### src/rtl/actuator_if.sv
// Control strobes from the sequencer and the resulting valve/motor drives and fault flags.
// The sequencer side takes the master modport; the actuator driver takes the slave modport.
interface actuator_if;
    logic       ctrl_fill;
    logic       ctrl_release;
    logic       ctrl_forward;
    logic       ctrl_reverse;
    logic       clr_fault;
    logic       valve_in;
    logic       valve_out;
    logic       motor_en;
    logic       motor_dir;
    logic       motor_pwm;
    logic       fault;
    logic [2:0] fault_code;

    modport master (
        output ctrl_fill, ctrl_release, ctrl_forward, ctrl_reverse, clr_fault,
        input  valve_in, valve_out, motor_en, motor_dir, motor_pwm, fault, fault_code
    );

    modport slave (
        input  ctrl_fill, ctrl_release, ctrl_forward, ctrl_reverse, clr_fault,
        output valve_in, valve_out, motor_en, motor_dir, motor_pwm, fault, fault_code
    );
endinterface

### src/rtl/actuator_driver.sv
// Valve interlock, drum motor soft-start/dead-time brake FSM, PWM and sticky fault flags.
// Define ACT_FILL_TIMEOUT_EN to add the inlet fill timeout (FILL_TIMEOUT parameter, fault_code[2]).
//
// state    | meaning
// ST_IDLE  | motor off, duty 0, waiting for a single-direction request
// ST_RAMP  | motor on, duty stepping up by RAMP_STEP every RAMP_DIV cycles
// ST_RUN   | motor on at DUTY_MAX
// ST_BRAKE | motor off for DEADTIME_CYC cycles, requests ignored
module actuator_driver #(
    parameter int unsigned          PWM_WIDTH    = 8,
    parameter logic [PWM_WIDTH-1:0] DUTY_MAX     = 8'hF0,
    parameter logic [PWM_WIDTH-1:0] RAMP_STEP    = 8'h10,
    parameter int unsigned          RAMP_DIV     = 64,
    parameter int unsigned          DEADTIME_CYC = 16,
    parameter int unsigned          FILL_TIMEOUT = 4096
) (
    input  logic      clk,
    input  logic      rst_n,
    actuator_if.slave act
);

    localparam logic [1:0] ST_IDLE  = 2'd0;
    localparam logic [1:0] ST_RAMP  = 2'd1;
    localparam logic [1:0] ST_RUN   = 2'd2;
    localparam logic [1:0] ST_BRAKE = 2'd3;

    localparam int unsigned RAMP_W = $clog2(RAMP_DIV + 1);
    localparam int unsigned DEAD_W = $clog2(DEADTIME_CYC + 1);
    localparam logic [RAMP_W-1:0] RAMP_LAST = RAMP_W'(RAMP_DIV - 1);
    localparam logic [DEAD_W-1:0] DEAD_LAST = DEAD_W'(DEADTIME_CYC - 1);

    logic fill;
    logic drain;
    logic fwd;
    logic rev;
    logic req;
    logic conflict;
    logic valve_clash;
    logic dir_change;
    logic ramp_tick;
    logic fill_block;
    logic fill_timeout;

    logic [1:0]           state;
    logic [1:0]           state_nxt;
    logic [PWM_WIDTH-1:0] duty;
    logic [PWM_WIDTH-1:0] duty_step;
    logic [PWM_WIDTH:0]   duty_sum;
    logic [PWM_WIDTH-1:0] pwm_cnt;
    logic [RAMP_W-1:0]    ramp_cnt;
    logic [DEAD_W-1:0]    dead_cnt;

    logic       valve_in_q;
    logic       valve_out_q;
    logic       motor_en_q;
    logic       motor_dir_q;
    logic       motor_pwm_q;
    logic [2:0] fault_code_q;

    assign fill  = act.ctrl_fill;
    assign drain = act.ctrl_release;
    assign fwd   = act.ctrl_forward;
    assign rev   = act.ctrl_reverse;

    // A fwd+rev conflict is treated as no request at all.
    assign req         = fwd ^ rev;
    assign conflict    = fwd & rev;
    assign valve_clash = fill & drain;
    assign dir_change  = req & (fwd != motor_dir_q);
    assign ramp_tick   = (ramp_cnt == RAMP_LAST);

    assign duty_sum  = {1'b0, duty} + {1'b0, RAMP_STEP};
    assign duty_step = (duty_sum > {1'b0, DUTY_MAX}) ? DUTY_MAX : duty_sum[PWM_WIDTH-1:0];

    always_comb begin
        state_nxt = state;
        case (state)
            ST_IDLE: begin
                if (req) begin
                    state_nxt = ST_RAMP;
                end
            end
            ST_RAMP: begin
                if (!req || dir_change) begin
                    state_nxt = ST_BRAKE;
                end else if ((ramp_tick ? duty_step : duty) == DUTY_MAX) begin
                    state_nxt = ST_RUN;
                end
            end
            ST_RUN: begin
                if (!req || dir_change) begin
                    state_nxt = ST_BRAKE;
                end
            end
            ST_BRAKE: begin
                if (dead_cnt == '0) begin
                    state_nxt = ST_IDLE;
                end
            end
            default: state_nxt = ST_IDLE;
        endcase
    end

`ifdef ACT_FILL_TIMEOUT_EN
    localparam int unsigned FILL_W = $clog2(FILL_TIMEOUT + 1);
    localparam logic [FILL_W-1:0] FILL_LAST = FILL_W'(FILL_TIMEOUT - 1);

    logic [FILL_W-1:0] fill_cnt;
    logic              fill_lock;

    // Closing edge happens on the cycle the FILL_TIMEOUT-th open cycle is seen.
    assign fill_timeout = valve_in_q && (fill_cnt == FILL_LAST);
    assign fill_block   = fill_lock | fill_timeout;

    always_ff @(posedge clk) begin
        if (!rst_n) begin
            fill_cnt  <= '0;
            fill_lock <= 1'b0;
        end else begin
            fill_cnt <= valve_in_q ? fill_cnt + 1'b1 : '0;
            if (fill_timeout) begin
                fill_lock <= 1'b1;
            end else if (!fill) begin
                fill_lock <= 1'b0;
            end
        end
    end
`else
    assign fill_timeout = 1'b0;
    assign fill_block   = 1'b0;
`endif

    always_ff @(posedge clk) begin
        if (!rst_n) begin
            valve_in_q   <= 1'b0;
            valve_out_q  <= 1'b0;
            fault_code_q <= '0;
        end else begin
            valve_in_q   <= fill & ~drain & ~fill_block;
            valve_out_q  <= drain & ~fill;
            // A new event in the same cycle as clr_fault keeps its bit set.
            fault_code_q <= (act.clr_fault ? 3'b000 : fault_code_q)
                          | {fill_timeout, conflict, valve_clash};
        end
    end

    always_ff @(posedge clk) begin
        if (!rst_n) begin
            state       <= ST_IDLE;
            duty        <= '0;
            ramp_cnt    <= '0;
            dead_cnt    <= '0;
            pwm_cnt     <= '0;
            motor_en_q  <= 1'b0;
            motor_dir_q <= 1'b0;
            motor_pwm_q <= 1'b0;
        end else begin
            state       <= state_nxt;
            motor_en_q  <= (state_nxt == ST_RAMP) || (state_nxt == ST_RUN);
            pwm_cnt     <= pwm_cnt + 1'b1;
            motor_pwm_q <= motor_en_q & (pwm_cnt < duty);

            if (state_nxt == ST_BRAKE || state_nxt == ST_IDLE) begin
                duty     <= '0;
                ramp_cnt <= '0;
            end else if (state == ST_IDLE) begin
                duty        <= '0;
                ramp_cnt    <= '0;
                motor_dir_q <= fwd;
            end else if (state == ST_RAMP) begin
                if (ramp_tick) begin
                    duty     <= duty_step;
                    ramp_cnt <= '0;
                end else begin
                    ramp_cnt <= ramp_cnt + 1'b1;
                end
            end

            if (state != ST_BRAKE && state_nxt == ST_BRAKE) begin
                dead_cnt <= DEAD_LAST;
            end else if (dead_cnt != '0) begin
                dead_cnt <= dead_cnt - 1'b1;
            end
        end
    end

    assign act.valve_in   = valve_in_q;
    assign act.valve_out  = valve_out_q;
    assign act.motor_en   = motor_en_q;
    assign act.motor_dir  = motor_dir_q;
    assign act.motor_pwm  = motor_pwm_q;
    assign act.fault_code = fault_code_q;
    assign act.fault      = |fault_code_q;

endmodule

### src/flat_wrapper.sv
// flat-port wrapper written by rule: the top's interface ports become plain ports
module actuator_driver_flat 
#(
    parameter int unsigned          PWM_WIDTH    = 8,
    parameter logic [PWM_WIDTH-1:0] DUTY_MAX     = 8'hF0,
    parameter logic [PWM_WIDTH-1:0] RAMP_STEP    = 8'h10,
    parameter int unsigned          RAMP_DIV     = 64,
    parameter int unsigned          DEADTIME_CYC = 16,
    parameter int unsigned          FILL_TIMEOUT = 4096
)
  (clk, rst_n, act_ctrl_fill, act_ctrl_release, act_ctrl_forward, act_ctrl_reverse, act_clr_fault, act_valve_in, act_valve_out, act_motor_en, act_motor_dir, act_motor_pwm, act_fault, act_fault_code);
  actuator_if act_i ();
  input  logic clk;
  input  logic rst_n;
  input wire logic [$bits(act_i.ctrl_fill)-1:0] act_ctrl_fill;
  input wire logic [$bits(act_i.ctrl_release)-1:0] act_ctrl_release;
  input wire logic [$bits(act_i.ctrl_forward)-1:0] act_ctrl_forward;
  input wire logic [$bits(act_i.ctrl_reverse)-1:0] act_ctrl_reverse;
  input wire logic [$bits(act_i.clr_fault)-1:0] act_clr_fault;
  output wire logic [$bits(act_i.valve_in)-1:0] act_valve_in;
  output wire logic [$bits(act_i.valve_out)-1:0] act_valve_out;
  output wire logic [$bits(act_i.motor_en)-1:0] act_motor_en;
  output wire logic [$bits(act_i.motor_dir)-1:0] act_motor_dir;
  output wire logic [$bits(act_i.motor_pwm)-1:0] act_motor_pwm;
  output wire logic [$bits(act_i.fault)-1:0] act_fault;
  output wire logic [$bits(act_i.fault_code)-1:0] act_fault_code;
  assign act_i.ctrl_fill = act_ctrl_fill;
  assign act_i.ctrl_release = act_ctrl_release;
  assign act_i.ctrl_forward = act_ctrl_forward;
  assign act_i.ctrl_reverse = act_ctrl_reverse;
  assign act_i.clr_fault = act_clr_fault;
  assign act_valve_in = act_i.valve_in;
  assign act_valve_out = act_i.valve_out;
  assign act_motor_en = act_i.motor_en;
  assign act_motor_dir = act_i.motor_dir;
  assign act_motor_pwm = act_i.motor_pwm;
  assign act_fault = act_i.fault;
  assign act_fault_code = act_i.fault_code;
  actuator_driver #(.PWM_WIDTH(PWM_WIDTH), .DUTY_MAX(DUTY_MAX), .RAMP_STEP(RAMP_STEP), .RAMP_DIV(RAMP_DIV), .DEADTIME_CYC(DEADTIME_CYC), .FILL_TIMEOUT(FILL_TIMEOUT)) u_core (.clk(clk), .rst_n(rst_n), .act(act_i));
endmodule
### config.mk
export PLATFORM = sky130hd
export DESIGN_NAME = actuator_driver_flat
export DESIGN_NICKNAME = d
export VERILOG_FILES = /design/src/rtl/actuator_if.sv /design/src/rtl/actuator_driver.sv /design/src/flat_wrapper.sv
export SDC_FILE = /design/constraint.sdc
export NUM_CORES = 1
export LEC_CHECK = 0
export ABC_AREA = 1
export BUFFER_PORTS_ARGS = -buffer_cell sky130_fd_sc_hd__buf_2
export CORE_MARGIN = 4
export CORE_UTILIZATION = 30
export CTS_CLUSTER_DIAMETER = 100
export DETAILED_ROUTE_END_ITERATION = 10
export HOLD_SLACK_MARGIN = 0.05
export SYNTH_ARGS = -nofsm -noshare
export SYNTH_HDL_FRONTEND = slang
export SYNTH_SLANG_ARGS = --single-unit
### constraint.sdc
create_clock -name clk -period 4.2 [get_ports clk]
set_input_delay 0.84 -clock clk [delete_from_list [all_inputs] [get_ports clk]]
set_output_delay 0.84 -clock clk [all_outputs]
set_load 0.05 [all_outputs]
# == Word level (Yosys, flattened, before mapping) ==
# Index checks and enable logic that the tools add are counted.
# word_totals
regBits,38
out_inout_bits,9
# classes
add_sub_neg,4
magnitude_cmp,2
eq_ne,10
n_mux,12
bitwise,12
n_reduce_logical,14
# op_table
operator,n
$mux 8,2
$mux 2,5
$add 8x5->9 const B,1
$gt 9x8->1 const B,1
$add 8x1->8 const B,1
$eq 2x2->1 const B,4
$eq 8x8->1 const B,1
$lt 8x8->1,1
$mux 4,2
$pmux 2 s4,1
$add 7x1->7 const B,1
$eq 7x6->1 const B,1
$mux 7,1
$and 1x1->1,6
$reduce_or 3->1,2
$logic_not 5->1,1
$reduce_bool 5->1,1
$sub 5x1->5 const B,1
$eq 2x1->1 const B,2
$logic_not 2->1,2
$not 1->1,4
$logic_or 1x1->1,3
$mux 3,1
$or 3x2->3,1
8 further kinds,8

# == Longest topological paths before layout ==
# logic_depth
depth_word,12
depth_mapped,21
depth_no_buf,21

# == Worst setup path after synthesis ==
# Ideal clock, no wire load.
# synth_timing
kind,input port to flip-flop
from,input act_ctrl_reverse
to,register u_core.ramp_cnt[5]
arrival_time_ns,2.552
required_ns,4.109
path_slack_ns,1.557
stages,11
n_path_buf,0
cell_sequence,ha_1 > nand2_1 > a221oi_1 > nand2_1 > nand2_1 > inv_1 > ha_1 > nand2_1 > nor2_4 > clkinv_1 > a311oi_1
# synth_via
elab_chain_cells,8
word_cells_on_any_way,12
classes_between,eq/ne (1); mux (4); bitwise (2); reduce/logical (5)
# synth_rtl
element,line_no,text
from (decl),flat_wrapper.sv:18,input wire logic [$bits(act_i.ctrl_reverse)-1:0] act_ctrl_reverse;
$xor 1x1->1 (*),actuator_driver.sv:66,assign req = fwd ^ rev;
$and 1x1->1 / $logic_not 1->1 (equally long branches),"actuator_driver.sv:69, actuator_driver.sv:84, actuator_driver.sv:91",
$logic_or 1x1->1,"actuator_driver.sv:84, actuator_driver.sv:91",
"$mux 2, on equally long branches","actuator_driver.sv:91, actuator_driver.sv:84",
$pmux 2 s4 (*),actuator_driver.sv:77,case (state)
net u_core.state_nxt[0],actuator_driver.sv:45,logic [1:0] state_nxt;
$eq 2x2->1 / $logic_not 2->1 (equally long branches),actuator_driver.sv:163,if (state_nxt == ST_BRAKE || state_nxt == ST_IDLE) begin
$logic_or 1x1->1 (*),actuator_driver.sv:163,
$reduce_or 3->1 (no source line) (*),n/a,
to (signal assigned),actuator_driver.sv:175,ramp_cnt <= ramp_cnt + 1'b1;
to (decl),actuator_driver.sv:50,logic [RAMP_W-1:0] ramp_cnt;
# Mark *: on every way through the listed nets, which the timed path passes. The rest lies on a longest branch.
# A chain may end at the register's enable or synchronous reset.

# == Worst setup path in the final report ==
# layout_timing
from,register u_core.duty[4]
to,register u_core.ramp_cnt[5]
# layout_via
elab_chain_cells,11
word_cells_on_any_way,12
classes_between,add/sub (1); order compare (1); eq/ne (2); mux (5); reduce/logical (3)
# layout_rtl
element,line_no,text
from (decl),actuator_driver.sv:46,logic [PWM_WIDTH-1:0] duty;
from (signal assigned),actuator_driver.sv:172,duty <= duty_step;
$add 8x5->9,actuator_driver.sv:72,"assign duty_sum = {1'b0, duty} + {1'b0, RAMP_STEP};"
$gt 9x8->1,actuator_driver.sv:73,"assign duty_step = (duty_sum > {1'b0, DUTY_MAX}) ? DUTY_MAX : duty_sum[PWM_WIDTH-1:0];"
$mux 8,actuator_driver.sv:73,
$mux 8 (*),n/a,
$eq 8x8->1 (*),actuator_driver.sv:86,end else if ((ramp_tick ? duty_step : duty) == DUTY_MAX) begin
$mux 2 (*),actuator_driver.sv:86,
$mux 2 (*),actuator_driver.sv:84,if (!req || dir_change) begin
$pmux 2 s4 (*),actuator_driver.sv:77,
net u_core.state_nxt[0],actuator_driver.sv:45,
$eq 2x2->1 / $logic_not 2->1 (equally long branches),actuator_driver.sv:163,
$logic_or 1x1->1 (*),actuator_driver.sv:163,
$reduce_or 3->1 (no source line) (*),n/a,
# Marked as above.

==> key figures <==
Run status
  • Status: finished clean

GRT
  • Total gr overflow: 0
  • Initial antenna violation count: 0
  • Largest net degree at the start of global routing: 13
  • Global-route wire length before repair: 6420 µm
  • Vias in the first global route: 1453
  • Tot GR Track Use: 0.106

Logic synthesis
  • Synth warn: 0
  • FF+latch count, synth: 37
  • Post-synthesis mux area share: 0
  • Synth cell types: 30
  • Main combinational cell family by area after synthesis: simple AND/OR/NAND/NOR gates
  • Synth Area in Compound Gates: 0.119
  • Post-synthesis xor/xnor area fraction: 0.0138
  • Mapped cell area: 1910 µm²
  • Adder-cell area share of the yosys netlist: 0.0917
  • Post-synthesis cell count: 263
  • Simple-gate share of the synthesized area: 0.282
  • Average cell area after synthesis: 7.26 µm²
  • Post-Syn Nets: 284
  • Sequential area share after synthesis: 0.388

Clocking
  • Deepest clock path buffer count: 2
  • Worst skew pair latency: 0.29 ns
  • # resized after CTS: 0
  • CTS tree: done
  • CTS Hold Bufs: 0
  • CTS Sinks: 37
  • Clk slew on worst S/H paths: 0.07 ns
  • Root Driver: clkbuf_8
  • Number of setup buffers added after CTS: 0
  • Htree depth: 2
  • Num CTS Buffers: 5

Detailed routing
  • DRT iter0 DRCs: 60
  • Drt first pass iters: 4
  • Vias/cell: 4.56
  • Detailed-route via count: 1628
  • Final WL: 3720 µm
  • Routed Antenna Nets: 0
  • Post-DR wirelength/cell: 10.4 µm
  • Residual DRC count: 0

Cells and area
  • Commonest non-fill, non-tap cell in the layout: nand2_1
  • Final net count: 302
  • Design area: 2140 µm²
  • ANT cells: 0
  • Commonest non-fill, non-tap cells in the layout: nand2_1, inv_1, dfxtp_1, nor2_1, nand3_1
  • Layout cell share with drive strength beyond 1: 0.121
  • Util after Layout: 0.353
  • Area growth from synthesis to layout: 12.0%

Pwr
  • Leakage: 0.000962 µW
  • Pwr Density: 453 nW/µm²
  • Worst vdd ir: 205 µV
  • Final Power: 968 µW

STA
  • Final setup TNS: 0 ns
  • Tcrit/Tclk final: 0.715
  • Final setup viols: 0
  • Worst hold slack: 0.470 ns
  • Final hold vios: 0
  • F_max: 333 MHz
  • Worst Skew: 0.00556 ns
  • Final min period: 3.00 ns
  • Max-slew violations: 0
  • Unrepaired setup endpoints after global routing: false

Setup path
  • Worst-path fanout max: 9
  • CP Data Arrival Time: 3.20 ns
  • WP data required: 4.40 ns
  • Startpoint Class: register
  • Critical path class: register to register
  • Kind of end point of the critical path: register

Die
  • I/O pin count: 16
  • Site Rows: 28
  • Core ar.: 6060 µm²
  • Die X-Extent: 87.8 µm
  • Die H: 87.8 µm
  • Die ar.: 7700 µm²
  • Starting density of the core: 0.315

Place
  • Port bufs: 14
  • Placed cell area: 2060 µm²
  • Detailed Place HPWL: 2950 µm
  • Gpl congestion: 0.795

Worst hold path
  • Hold crit path type: register to register

Flow run
  • Max-cap violations: 0
worst max-delay path: stages (launching register included):
cell and delay, ns:
dfxtp_1 0.44, inv_1 0.11, ha_1 0.29, inv_1 0.07, nand2_1 0.05, nor2_1 0.09
nand3_1 0.11, nand2_1 0.07, nand2_1 0.08, nand2_1 0.10, nand3_1 0.07, nand2_1 0.06
nand2_1 0.04, nand2_1 0.09, inv_1 0.05, ha_1 0.30, nand2_1 0.11, nor2_4 0.21
clkinv_1 0.26, a311oi_1 0.31
sequential cells by signal, summed over array words and instances (netlist names):
register               count
u_core.act.valve_out       1
u_core.act.fault_code      2
u_core.act.motor_dir       1
u_core.state               2
u_core.act.motor_en        1
u_core.ramp_cnt            7
u_core.duty                8
u_core.act.motor_pwm       1
u_core.pwm_cnt             8
u_core.act.valve_in        1
u_core.dead_cnt            5
where the power goes:
part | internal (µW) | switching (µW)
Combinational | 102 | 208
Sequential | 393 | 30.0
Clock | 118 | 117
area by class of cell:
type / count / area, µm²
fill: 651 / 3920
timing repair buffer: 14 / 70.1
multi-input combinational: 174 / 970
clock buffer: 8 / 80.1
tap: 75 / 93.8
sequential: 37 / 741
inverter: 49 / 184
final timing paths:
check / startpoint / endpoint / slack (ns) / depth (start not counted)
setup / recovery: u_core.duty[4] / u_core.ramp_cnt[5] / 1.20 / 19
setup reg to reg: u_core.duty[4] / u_core.ramp_cnt[5] / 1.20 / 19
hold reg to reg: u_core.duty[3] / u_core.duty[3] / 0.47 / 2
hold / removal: u_core.duty[3] / u_core.duty[3] / 0.47 / 2
per-layer routing:
layer,GRT usage,routed length [µm]
met5,0,0
met4,0.0530,75
met3,0.0235,127
met2,0.154,1590
met1,0.147,1920
synthesized netlist by cell type, drive strengths merged:
library cell  instances  area (µm²)
a21oi                16        83.8
a221oi                3        26.3
a311oi                2        17.5
buf                   1        7.51
clkbuf                2        7.51
clkinv                1        3.75
conb                  1        3.75
dfxtp                37         741
ha                   14         175
inv                  48         180
nand2                50         193
nand3                17        90.1
nand4                 3        18.8
nor2                 32         143
nor3                 10        61.3
nor3b                 1        7.51
nor4                  1        6.26
o2111ai               1        8.76
o211ai                2        15.0
o21ai                15        75.1
or2                   3        18.8
xnor2                 3        26.3
metrics by stage:
stage | std cells | setup WS (ns)
after CTS | 357 | 1.19
after global placement | 349 | 1.24
final | 357 | 1.20
after global routing | 357 | 0.791
after floorplan | 263 | 1.56
after detailed placement | 349 | 1.11
kinds of logic after synthesis:
family          count (synthesis)
fa+ha+maj                      14
xor+xnor                        3
simple gates                  117
compound gates                 39
buf+inv                        52
other cells                     1
flops                          37
(Power assumes the default switching activity.)
